`config.mk`:
```
export PLATFORM = sky130hd
export DESIGN_NAME = run_controller
export DESIGN_NICKNAME = d
export VERILOG_FILES = /design/src/rtl/run_controller.sv
export SDC_FILE = /design/constraint.sdc
export NUM_CORES = 1
export LEC_CHECK = 0
export ABC_AREA = 1
export CORE_MARGIN = 5
export CORE_UTILIZATION = 45
export DETAILED_ROUTE_END_ITERATION = 10
export HOLD_SLACK_MARGIN = 0.12
export PLACE_DENSITY = 0.75
export SYNTH_ARGS = -nofsm -noshare
export SYNTH_HDL_FRONTEND = slang
export SYNTH_SLANG_ARGS = --single-unit
```
`constraint.sdc`:
```
create_clock -name Clock -period 2 [get_ports Clock]
set_clock_uncertainty 0.1 [all_clocks]
set_input_delay 0.5 -clock Clock [delete_from_list [all_inputs] [get_ports Clock]]
set_output_delay 0.5 -clock Clock [all_outputs]
set_load 0.05 [all_outputs]
```
`src/rtl/run_controller.sv`:
```
// Execution controller: gates the core clock-enable, counts enabled cycles, stops on halt/breakpoint/timeout.
// CoreEnable is combinational (0 latency, stop blocks the same cycle); status outputs are registered; no backpressure.
module run_controller #(
    parameter int                     PC_WIDTH    = 8,
    parameter int                     INSTR_WIDTH = 8,
    parameter logic [INSTR_WIDTH-1:0] HALT_OPCODE = '0,
    parameter int                     CYCLE_WIDTH = 16,
    parameter int                     MAX_CYCLES  = 500
) (
    input  logic                   Clock,
    input  logic                   Reset,
    input  logic                   Start,
    input  logic                   Step,
    input  logic                   Abort,
    input  logic                   Clear,
    input  logic                   BreakEn,
    input  logic [PC_WIDTH-1:0]    BreakPC,
    input  logic [PC_WIDTH-1:0]    PC,
    input  logic [INSTR_WIDTH-1:0] Instrucao,
    output logic                   CoreEnable,
    output logic                   Running,
    output logic                   Halted,
    output logic [1:0]             HaltCause,
    output logic [CYCLE_WIDTH-1:0] CycleCount
);

    typedef enum logic [1:0] {
        S_IDLE   = 2'd0,
        S_RUN    = 2'd1,
        S_STEP   = 2'd2,
        S_HALTED = 2'd3
    } state_t;

    localparam logic [1:0] CAUSE_NONE  = 2'b00;
    localparam logic [1:0] CAUSE_HALT  = 2'b01;
    localparam logic [1:0] CAUSE_BREAK = 2'b10;
    localparam logic [1:0] CAUSE_TMO   = 2'b11;

    localparam logic [CYCLE_WIDTH-1:0] MAX_CNT = CYCLE_WIDTH'(MAX_CYCLES);
    localparam logic [CYCLE_WIDTH-1:0] CNT_ONE = CYCLE_WIDTH'(1);

    state_t                 state, state_nxt;
    logic [1:0]             halt_cause, halt_cause_nxt;
    logic [CYCLE_WIDTH-1:0] cycle_count, cycle_count_nxt;
    logic                   skip_bp, skip_bp_nxt;

    logic       active;
    logic       hit_halt, hit_bp, hit_to;
    logic       stop;
    logic [1:0] stop_cause;
    logic       core_en;

    always_ff @(posedge Clock) begin
        if (Reset) begin
            state       <= S_IDLE;
            halt_cause  <= CAUSE_NONE;
            cycle_count <= '0;
            skip_bp     <= 1'b0;
        end else begin
            state       <= state_nxt;
            halt_cause  <= halt_cause_nxt;
            cycle_count <= cycle_count_nxt;
            skip_bp     <= skip_bp_nxt;
        end
    end

    // Stop detection and enable gating; a halt instruction is never executed.
    always_comb begin
        active     = (state == S_RUN) || (state == S_STEP);
        hit_halt   = (Instrucao == HALT_OPCODE);
        hit_bp     = BreakEn && (PC == BreakPC) && !skip_bp;
        hit_to     = (MAX_CYCLES != 0) && (cycle_count == MAX_CNT);
        stop       = active && (hit_halt || hit_bp || hit_to);
        stop_cause = hit_halt ? CAUSE_HALT : (hit_bp ? CAUSE_BREAK : CAUSE_TMO);
        core_en    = active && !stop && !Abort && !Clear;
    end

    always_comb begin
        state_nxt       = state;
        halt_cause_nxt  = halt_cause;
        skip_bp_nxt     = skip_bp;
        cycle_count_nxt = core_en ? cycle_count + CNT_ONE : cycle_count;
        if (core_en) begin
            skip_bp_nxt = 1'b0;
        end

        if (Clear) begin
            state_nxt       = S_IDLE;
            halt_cause_nxt  = CAUSE_NONE;
            skip_bp_nxt     = 1'b0;
            cycle_count_nxt = '0;
        end else begin
            case (state)
                S_IDLE: begin
                    if (!Abort) begin
                        if (Start) begin
                            state_nxt = S_RUN;
                        end else if (Step) begin
                            state_nxt = S_STEP;
                        end
                    end
                end
                S_RUN: begin
                    if (stop) begin
                        state_nxt      = S_HALTED;
                        halt_cause_nxt = stop_cause;
                    end else if (Abort) begin
                        state_nxt      = S_IDLE;
                        halt_cause_nxt = CAUSE_NONE;
                    end
                end
                S_STEP: begin
                    if (stop) begin
                        state_nxt      = S_HALTED;
                        halt_cause_nxt = stop_cause;
                    end else if (Abort || core_en) begin
                        state_nxt = S_IDLE;
                    end
                end
                S_HALTED: begin
                    // Only a breakpoint stop is resumable; resume steps past the breakpoint once.
                    if ((halt_cause == CAUSE_BREAK) && !Abort && (Start || Step)) begin
                        state_nxt      = Start ? S_RUN : S_STEP;
                        halt_cause_nxt = CAUSE_NONE;
                        skip_bp_nxt    = 1'b1;
                    end
                end
                default: state_nxt = S_IDLE;
            endcase
        end
    end

    assign CoreEnable = core_en;
    assign Running    = active;
    assign Halted     = (state == S_HALTED);
    assign HaltCause  = halt_cause;
    assign CycleCount = cycle_count;

endmodule

```
# After elaboration in Yosys (flattened, before gate mapping)
# Cells that the tools add are included.
dict set report op_classes {
  n_shift 0
  eq_ne 12
  div 0
  n_lt_le_gt_ge 0
  n_mul 0
  bitwise_logic 0
  reduce_logical 23
  addsub 1
  n_mux 19
}
# operator n
set ops {}
lappend ops {{2-bit two-way mux} 13}
lappend ops {{16-bit by 1-bit adder with 16-bit output, second input constant} 1}
lappend ops {{16-bit by 9-bit == test with 1-bit output, second input constant} 1}
lappend ops {{8-bit == test} 1}
lappend ops {{1-bit logical AND} 8}
lappend ops {{8-bit zero test} 1}
lappend ops {{2-bit one-hot mux with 4 select lines} 1}
lappend ops {{2-bit == test, second input constant} 3}
lappend ops {{3-bit inequality test, second input constant} 2}
lappend ops {{2-bit one-hot mux with 3 select lines} 1}
lappend ops {{1-bit logical OR} 5}
lappend ops {{5-bit AND reduction} 1}
lappend ops {{1-bit zero test} 4}
lappend ops {{1-bit two-way mux} 4}
lappend ops {{2-bit inequality test, second input constant} 2}
lappend ops {{4-bit AND reduction} 1}
lappend ops {{3-bit by 2-bit inequality test with 1-bit output, second input constant} 1}
lappend ops {{3-bit nonzero test} 1}
lappend ops {{2-bit by 1-bit == test with 1-bit output, second input constant} 1}
lappend ops {{2-bit zero test} 1}
lappend ops {{2-bit by 1-bit inequality test with 1-bit output, second input constant} 1}
lappend ops {{2-bit OR reduction} 1}
dict set report totals {
  out_inout_bits 21
  elab_cells 59
  ram_bits 0
  inputBits 31
  n_memories 0
  mem_bits_ro 0
  latchBits 0
  ff_bits 21
}

# Logic depth before layout (Yosys ltp)
dict set report depth {
  depth_word 14
  mapped_depth 15
  depth_no_buf 15
}

# Worst setup path after synthesis
# Ideal clock, no wire load.
dict set report synth_timing {
  path_kind {reg2out}
  from {register cycle_count[0], in the netlist CycleCount[0]}
  to {output CoreEnable}
  path_buffers 1
  path_stages_with_launch 10
  t_required_ns 1.400
  slack_ns -0.424
  t_arrival_ns 1.824
  cell_sequence {dfxtp_1 -> inv_1 -> ha_1 -> nand2_1 -> nand3b_1 -> nor2_2 -> nor2_4 -> nand4_4 -> buf_8 -> inv_4}
}
dict set report synth_via {
  elab_chain_cells 7
}
# item line
set synth_rtl {}
lappend synth_rtl {{start, declared} 44} ;# logic [CYCLE_WIDTH-1:0] cycle_count, cycle_count_nxt;
lappend synth_rtl {{start signal, assigned} 62} ;# cycle_count <= cycle_count_nxt;
lappend synth_rtl {{16-bit by 9-bit == test with 1-bit output} 72} ;# hit_to = (MAX_CYCLES != 0) && (cycle_count == MAX_CNT);
lappend synth_rtl {{1-bit logical OR} 73} ;# stop = active && (hit_halt || hit_bp || hit_to);
lappend synth_rtl {{1-bit logical AND} 73}
lappend synth_rtl {{1-bit zero test} 75} ;# core_en = active && !stop && !Abort && !Clear;
lappend synth_rtl {{1-bit logical AND (3 in a row)} 75}
lappend synth_rtl {{end, declared} 20} ;# output logic CoreEnable,
# No other way between the ends.

# Final worst setup path
dict set report layout_timing {
  from {register cycle_count[1], in the netlist CycleCount[1]}
  to {output CoreEnable}
}
# Same word-level chain as after synthesis.

==> flow_summary_export.csv <==
group,metric,value,unit
route,drt_iter0_markers,48,
sta,slew_viol_final,0,
worst_setup_path,path_cells,"inv_2 -> ha_4 -> nand2_2 -> nand3b_1 -> nor2_2 -> nor2_4 -> nand4_4 -> inv_12 -> buf_12",
logic_synthesis,synthesis.nets,273,
logic_synthesis,synth_top_cell_by_area,"dfxtp_1",
die,die_w,68.2,um
clock_network,cts_buffers,3,
die,io_pins,52,
placement,gp_congestion,0.858,
layout,postLayoutCoreUtil,69.6,%
die,row_count,21,
run_status,outcome,"finished with violations",
clock_network,path_clk_slew,120,ps
worst_setup_path,worstPathRequired,1400,ps
global_route,grt_pass1_wl,6.11,mm
worst_setup_path,critPathMaxFanout,3,
global_route,antenna_found_initial,0,
logic_synthesis,synthCells,236,
die,die_area,0.00466,mm2
logic_synthesis,yosysWarningCount,0,
route,drc,0,
layout,drive_gt1_share,33.1,%
flow_run,maxCapViolCount,0,
worst_setup_path,slowest_stage,"dfxtp_4",
die,core_area,0.00331,mm2
route,firstDrtPassIters,4,
pwr,power_density,399,mW/mm2
logic_synthesis,yosys-top-cells-area,"dfxtp_1 28%, nand2_1 14%, inv_1 9.3%",
global_route,grt_max_degree,13,
run_status,violations,"setup timing",
sta,post-route-period-util,107,%
global_route,grt_pass1_vias,1523,
layout,nNetsFinal,346,
sta,setup_ws,-148,ps
placement,dp_hpwl,3.20,mm
clock_network,cts_hold_buf,0,
worst_setup_path,critPathTopFamily,"simple AND/OR/NAND/NOR gates",
logic_synthesis,synth_top_area_share,27.5,%
sta,clock.fmax,0.466,GHz
clock_network,cts.path.max_buffers,2,
clock_network,htreeDepth,1,
logic_synthesis,ys_seq_area_share,27.5,%
worst_setup_path,cp-end-kind,"output port",
logic_synthesis,syn_avg_cell_area,6.47,um2
pwr,leakagePower,1.08,nW
route,wire_per_inst,11.0,um
worst_setup_path,start_kind,"flip-flop",
worst_setup_path,critPathBufInv,3,
worst_setup_path,worstPathArrival,1550,ps
sta,worstMarginPinSlew,337,ps
layout,syn2layout_area_growth,51.0,%
clock_network,cts_root_buffer,"clkbuf_4",
worst_hold_path,hp-class,"flip-flop to flip-flop",
route,routed_wl,3.88,mm
pwr,totalPowerFinal,0.919,mW
sta,maxSlewHeadroom,77.5,%
route,antenna_left,0,
clock_network,clock_sinks,21,
die,die_height,68.2,um
clock_network,clk_latency,310,ps
global_route,gr-total-overflow,0,
sta,rsz0062_at_grt,"yes",
worst_setup_path,crit_type,"flip-flop to output port",
sta,fin_setup_tns,-148,ps
layout,antenna_cells,0,
logic_synthesis,synth_area,0.00153,mm2
worst_setup_path,cpPeakStageDelay,370,ps
global_route,track_usage,17.1,%
route,drt-vias-per-instance,4.73,
sta,hold_violations,0,
placement,portBuffers,51,
clock_network,cts_tree,"built",
logic_synthesis,ys_seq_elements,21,
die,start_util,46.1,%
sta,fin_crit,2150,ps
sta,finalSetupViolations,1,
logic_synthesis,synth.distinct_cells,31,
route,num_vias,1675,
pwr,ir_drop,0.300,mV
cell type report:
class	count	area (um2)
multi-input combinational	170	985
clock buffer	3	22.5
fill	319	1010
timing repair buffer	70	609
inverter	43	176
tap	46	57.6
sequential	21	449
clock inverter	1	5.00
cells in the mapped netlist:
master	number
nand3_1	8
inv_4	1
o21ai_0	4
nor2_1	32
nor3_1	6
nor3_2	1
or2_2	1
nand4_4	1
a21oi_1	17
nor2_2	6
a31o_2	1
dfxtp_1	21
inv_2	4
nand2_2	3
nand4_2	1
nand4_1	4
o21ai_2	1
nor3b_1	2
ha_1	6
nand2_1	55
nand3_2	2
nand2_4	3
nor2_4	4
buf_8	1
o21ai_1	4
o21a_1	2
buf_2	1
inv_1	38
xor2_1	3
nor4_1	1
nand3b_1	2
metal layers:
layer	vias up	wire (um)	share of wire, %	track usage (%)
met2	49	1880	48	30.9
met3	5	327	8.4	2.96
met4	0	57	1.5	6.95
li1	894	-	-	-
met5	-	0	0	0
met1	727	1620	42	19.5
logic make-up (layout without fill, tap and decap cells):
| family | after synthesis | after routing | synth area share (%) |
|---|---|---|---|
| simple gates | 132 | 132 | 43.4 |
| buf+inv | 45 | 117 | 12.0 |
| compound gates | 29 | 29 | 10.3 |
| flops | 21 | 21 | 27.5 |
| fa+ha+maj | 6 | 6 | 4.92 |
| xor+xnor | 3 | 3 | 1.72 |
power by group:
group	switching, mW	internal (mW)	total, mW
combinational	0.149	0.134	0.283
sequential	0.00472	0.422	0.427
clock	0.135	0.0748	0.209
path summary, 6_finish.rpt:
| path | from | to | slack (ps) | cells after the start |
|---|---|---|---|---|
| worst max-delay path | CycleCount[1] | CoreEnable | -150 | 9 |
| worst min-delay path | skip_bp | skip_bp | 370 | 2 |
| worst max register to register | CycleCount[1] | HaltCause[0] | 140 | 15 |
| worst min register to register | skip_bp | skip_bp | 370 | 2 |
per-stage QoR:
stage	hold slack [ps]	worst slack (ps)	area, um2	cells
floorplan	334	-11.8	1580	236
global placement	346	-458	2190	342
detailed placement	356	-475	2190	342
CTS	373	-176	2270	351
global route	411	-242	2300	354
finish	368	-148	2300	354
what timing repair did:
item                       CTS  global route
setup buffers                5             3
pin swaps                   17             5
setup endpoints to repair   17             8
gates resized for setup     37             6
placed cells by master, fill, tap and decap left out, types with 6 or more instances in the layout:
master,n
buf_4,37
nand3_1,7
nor3_1,6
nor2_2,8
dlygate4sd2_1,23
dfxtp_2,14
nor2_1,27
a21oi_1,17
nand2_1,53
inv_1,36
nor2_4,7
state kept, by name, summed over array words and instances (netlist names):
register    cells
skip_bp         1
state           2
CycleCount     16
HaltCause       2
worst min-delay path, stage by stage (launching register included):
cell and delay, ps:
dfxtp_1 330, nand2_1 60, a21oi_1 50
Power figures use the tool's default switching activity.
==> patch 1, RTL diff (config.mk and constraints unchanged) <==
The parameter `INSTR_WIDTH` goes from 8 to 12.
--- a/src/rtl/run_controller.sv
+++ b/src/rtl/run_controller.sv
@@ -3,5 +3,5 @@
 module run_controller #(
     parameter int                     PC_WIDTH    = 8,
-    parameter int                     INSTR_WIDTH = 8,
+    parameter int                     INSTR_WIDTH = 12,
     parameter logic [INSTR_WIDTH-1:0] HALT_OPCODE = '0,
     parameter int                     CYCLE_WIDTH = 16,
Ports: changed (resized Instrucao); port bits go from 52 to 56. The function was not compared with the original's and may differ.
==> patch 1 against the unedited design <==
- the flow still finishes with violations (negative setup slack)
- final area is 7.3% higher
- area after synthesis is 5.7% higher
- combinational power is 7.4% lower
- count of clock-buffer cells in the layout is 1 higher
- hold slack worse by 0.0017 ns
- wire length is 10% higher
- worst setup slack better by 0.0032 ns
- power is 3.4% lower
- sequential cell count stayed put
==> patch 1: results (changes against the unedited design) <==
Worst Tran Pin Value -> 0.3452 ns (+0.008255 ns)
Hold Slack -> 0.3663 ns (-0.001682 ns)
Final WL -> 4.272 mm (+10%)
Global placer's final weighted congestion -> 0.8502 (-0.92%)
Worst setup path end -> CoreEnable
Leakage -> 1.177 nW (+8.5%)
Area contributors post-synth -> dfxtp_1 26%, nand2_1 14%, inv_1 11%, nor2_1 9.1%, a21oi_1 4.7%
Sequential fraction of the synthesis area -> 26.07% (-1.5 points)
First-pass GRT wire length -> 7.017 mm (+15%)
R2R Path Start -> CycleCount[0]$_SDFFE_PP0P_
Largest net degree at the start of global routing -> 12 (-1)
Placed insts -> 369 (+7.9%)
Layout net count -> 379 (+9.5%)
Status -> finished, violations left
Synthesized area -> 0.001613 mm2 (+5.7%)
Most instantiated cells after synthesis -> 61 x nand2_1, 46 x inv_1, 39 x nor2_1
Placement Cell Area -> 0.002317 mm2 (+5.8%)
Setup Slack @ Placement -> -0.4455 ns (+0.02954 ns)
Post-CTS setup buffer count -> 7 (+2)
Post-route setup slack -> -0.1448 ns (+0.003203 ns)
Port bufs -> 55 (+7.8%)
Share of post-route cells with drive strength above 1 -> 32.64% (-0.48 points)
Violated checks -> negative setup slack
Vias per cell -> 4.554 (-3.8%)
Mapped Cells -> 257 (+8.9%)
Sequential share of power -> 47.9% (+1.5 points)
Vias in the first global route -> 1587 (+4.2%)
Final HPWL DP -> 3.287 mm (+2.8%)
Setup Viol. Count Final -> 7 (+6)
Via count -> 1744 (+4.1%)
Reg2Reg Depth -> 14 (-1)
Reg2reg end -> CycleCount[12]$_SDFFE_PP0P_
P_int -> 0.0006270 W (-0.59%)
Worst VDD drop -> 234.9 uV (-22%)
Flop2flop setup slack -> -0.07 ns (-0.21 ns)
GR Util All Layers -> 16.68% (-0.37 points)
TNS Setup -> -0.4466 ns (-0.2986 ns)
NetSw -> 0.0002609 W (-9.5%)
Hold crit path type -> flip-flop to flip-flop
[patch 1: cell count changes after synthesis, sizes merged, moves of 3 or more]
cell	delta
nand2	+6
nor3b	+3
nand4	-3
nor3	+3
nor2	+5
inv	+9
[patch 1: layout make-up]
type	count	area, um2
clock buffer	4	26.28
multi-input combinational	181	1047
tap	46	57.56
timing repair buffer	78	683.2
sequential	21	446.7
inverter	53	211.5
fill	308	943.4
[patch 1: layer usage]
layer / wire length [um] / vias to the layer above / global-route usage, %
li1: - / 953 / -
met1: 1926 / 743 / 21.94
met2: 2056 / 48 / 28.44
met3: 289 / 0 / 4.878
met4: 0 / 0 / 0.6383
met5: 0 / - / 0
[patch 1: kinds of logic after synthesis]
family | synth area share (%)
XOR/XNOR | 2.172
buffers and inverters | 13.58
AND/OR/NAND/NOR | 46.01
AO/OA/AOI/OAI | 7.525
adder cells (fa/ha/maj) | 4.655
flip-flops | 26.07
==> patch 2, RTL diff (config.mk and constraints unchanged) <==
Without the edit above. Register the output `CycleCount` once more, cleared by the reset; this adds one clock of latency there. The other outputs are not delayed to match.
--- a/src/rtl/run_controller.sv
+++ b/src/rtl/run_controller.sv
@@ -135,5 +135,11 @@
     assign Halted     = (state == S_HALTED);
     assign HaltCause  = halt_cause;
-    assign CycleCount = cycle_count;
+    always_ff @(posedge Clock) begin
+        if (Reset) begin
+            CycleCount <= '0;
+        end else begin
+            CycleCount <= cycle_count;
+        end
+    end
 
 endmodule
Formal check against the unedited RTL: not equivalent (a bounded check fails within 4 cycles, from zero or initial values and one cycle with Reset high).
==> patch 2 against the unedited design <==
- final area up 28%
- worst setup slack better by 0.070 ns
- area after synthesis up 23%
- critical path depth unchanged
- wire length up 39%
- sequential share of layout area up 6.7 points
- sequential power up 73%
- sequential cell count up 16
- the flow still finishes with violations (negative setup slack)
- power up 65%
==> patch 2: results (changes against the unedited design) <==
DRC viols -> 0 (unchanged)
Port bufs -> 51 (unchanged)
Flop2flop setup slack -> 0.04 ns (-0.10 ns)
Maximum fanout along the worst path -> 2 (-1)
Post-route setup slack -> -0.07763 ns (+0.07039 ns)
Cts bufs inserted -> 5 (+2)
Largest registers -> CycleCount (16), cycle_count (16)
Leakage -> 1.314 nW (+21%)
First-pass GRT wire length -> 8.293 mm (+36%)
Final WL -> 5.411 mm (+39%)
GR Util All Layers -> 19.40% (+2.3 points)
Worst-Skew Late Latency -> 0.30 ns
Share of post-route cells with drive strength above 1 -> 39.52% (+6.4 points)
Sw frac -> 27.44% (-3.9 points)
Syn_nets -> 310 (+14%)
Hold crit path type -> flip-flop to flip-flop
Largest net degree at the start of global routing -> 17 (+4)
ANT cells -> 0 (unchanged)
Root Driver -> clkbuf_8
Sequential fraction of the synthesis area -> 39.55% (+12 points)
Global placer's final weighted congestion -> 0.8928 (+4.0%)
Violated checks -> negative setup slack
Count of different cell masters after synthesis -> 25 (-19%)
Average wire per standard cell -> 12.82 um (+17%)
Worst VDD drop -> 386.6 uV (+29%)
Bufs on Longest Clock Path -> 2 (unchanged)
Area contributors post-synth -> dfxtp_1 40%, nand2_1 12%, nor2_1 9.4%, inv_1 6.8%, a21oi_1 4.5%
Worst Tran Pin Value -> 0.5176 ns (+0.1806 ns)
Vias in the first global route -> 1893 (+24%)
Initial DRC Count -> 115 (+140%)
Initial antenna violation count -> 0 (unchanged)
Setup Slack @ Placement -> -0.4783 ns (-0.003278 ns)
Status -> finished, violations left
Syn avg cell area -> 6.861 um2 (+6.1%)
Via count -> 2058 (+23%)
H-Tree Depth -> 2 (+1)
Setup Viol. Count Final -> 1 (unchanged)
Largest area contributor in the netlist -> dfxtp_1
Placed insts -> 385 (+13%)
Final HPWL DP -> 3.475 mm (+8.7%)
First-pass detailed-route iteration total -> 4 (unchanged)
YS warnings -> 0 (unchanged)
Async SR Flop Fraction -> 0% (unchanged)
Layout net count -> 408 (+18%)
CTS clk-pin slew, worst paths -> 0.07 ns (-0.05 ns)
Most instantiated cells after synthesis -> 59 x nand2_1, 47 x nor2_1, 37 x dfxtp_1
## patch 2: logic make-up after synthesis
logic type,share of synthesized area (%)
buffers and inverters,9.485
AO/OA/AOI/OAI,7.882
AND/OR/NAND/NOR,36.27
XOR/XNOR,2.806
flip-flops,39.55
adder cells (fa/ha/maj),4.008
## patch 2: final timing paths
path                                start                          end  cells after the start
min          cycle_count[15]$_SDFFE_PP0P_    CycleCount[15]$_SDFF_PP0_                      2
max reg2reg   cycle_count[0]$_SDFFE_PP0P_  cycle_count[6]$_SDFFE_PP0P_                     12
max           cycle_count[3]$_SDFFE_PP0P_                   CoreEnable                      9
min reg2reg  cycle_count[15]$_SDFFE_PP0P_    CycleCount[15]$_SDFF_PP0_                      2
## patch 2: timing repair
action / 4_1_cts / 5_1_grt
endpoints found under the setup margin: 15 / 11
resized for setup: 94 / 31
buffers inserted: 17 / 13
pin swaps: 33 / 17
## patch 2: critical path, cell delays in order, from the launching register on
cell	delay (ns)
dfxtp_4	0.35
inv_4	0.05
nand2_1	0.05
nor2_2	0.16
nand2_2	0.10
nor2_4	0.14
nor2_4	0.05
nand4_4	0.10
inv_4	0.05
buf_12	0.14
## patch 2: power by group through the flow
stage | clock network, W | logic [W] | registers, W
final | 0.000512 | 0.000264 | 0.000740
after global routing | 0.000549 | 0.000292 | 0.000741
after CTS | 0.000514 | 0.000250 | 0.000744
after detailed placement | 0 | 0.000262 | 0.000765
after global placement | 0 | 0.000258 | 0.000764
after floorplan | 0 | 0.000132 | 0.000773
## patch 2: stage by stage
stage / total power [W] / hold WS (ns) / setup TNS (ns) / cell area (um2)
after floorplan: 0.0009053 / 0.3399 / 0 / 1886
after global placement: 0.001023 / 0.3595 / -6.273 / 2540
after detailed placement: 0.001027 / 0.3676 / -7.339 / 2540
after CTS: 0.001507 / 0.3765 / -0.04256 / 2753
after global routing: 0.001582 / 0.4191 / -0.4940 / 2954
final: 0.001516 / 0.3830 / -0.07763 / 2954
## patch 2: layout make-up
| cell class | count | area, um2 |
|---|---|---|
| sequential | 37 | 774.5 |
| timing repair buffer | 95 | 758.2 |
| inverter | 43 | 171.4 |
| multi-input combinational | 189 | 1105 |
| tap | 50 | 62.56 |
| clock inverter | 2 | 10.01 |
| fill | 302 | 1075 |
| clock buffer | 6 | 72.57 |
## patch 2: metal layers
metal  share of wire, %  global-route usage, %
met1                 41                  23.64
met2                 50                  32.68
met3                6.8                  5.676
met4                1.9                  6.522
met5                  0                      0
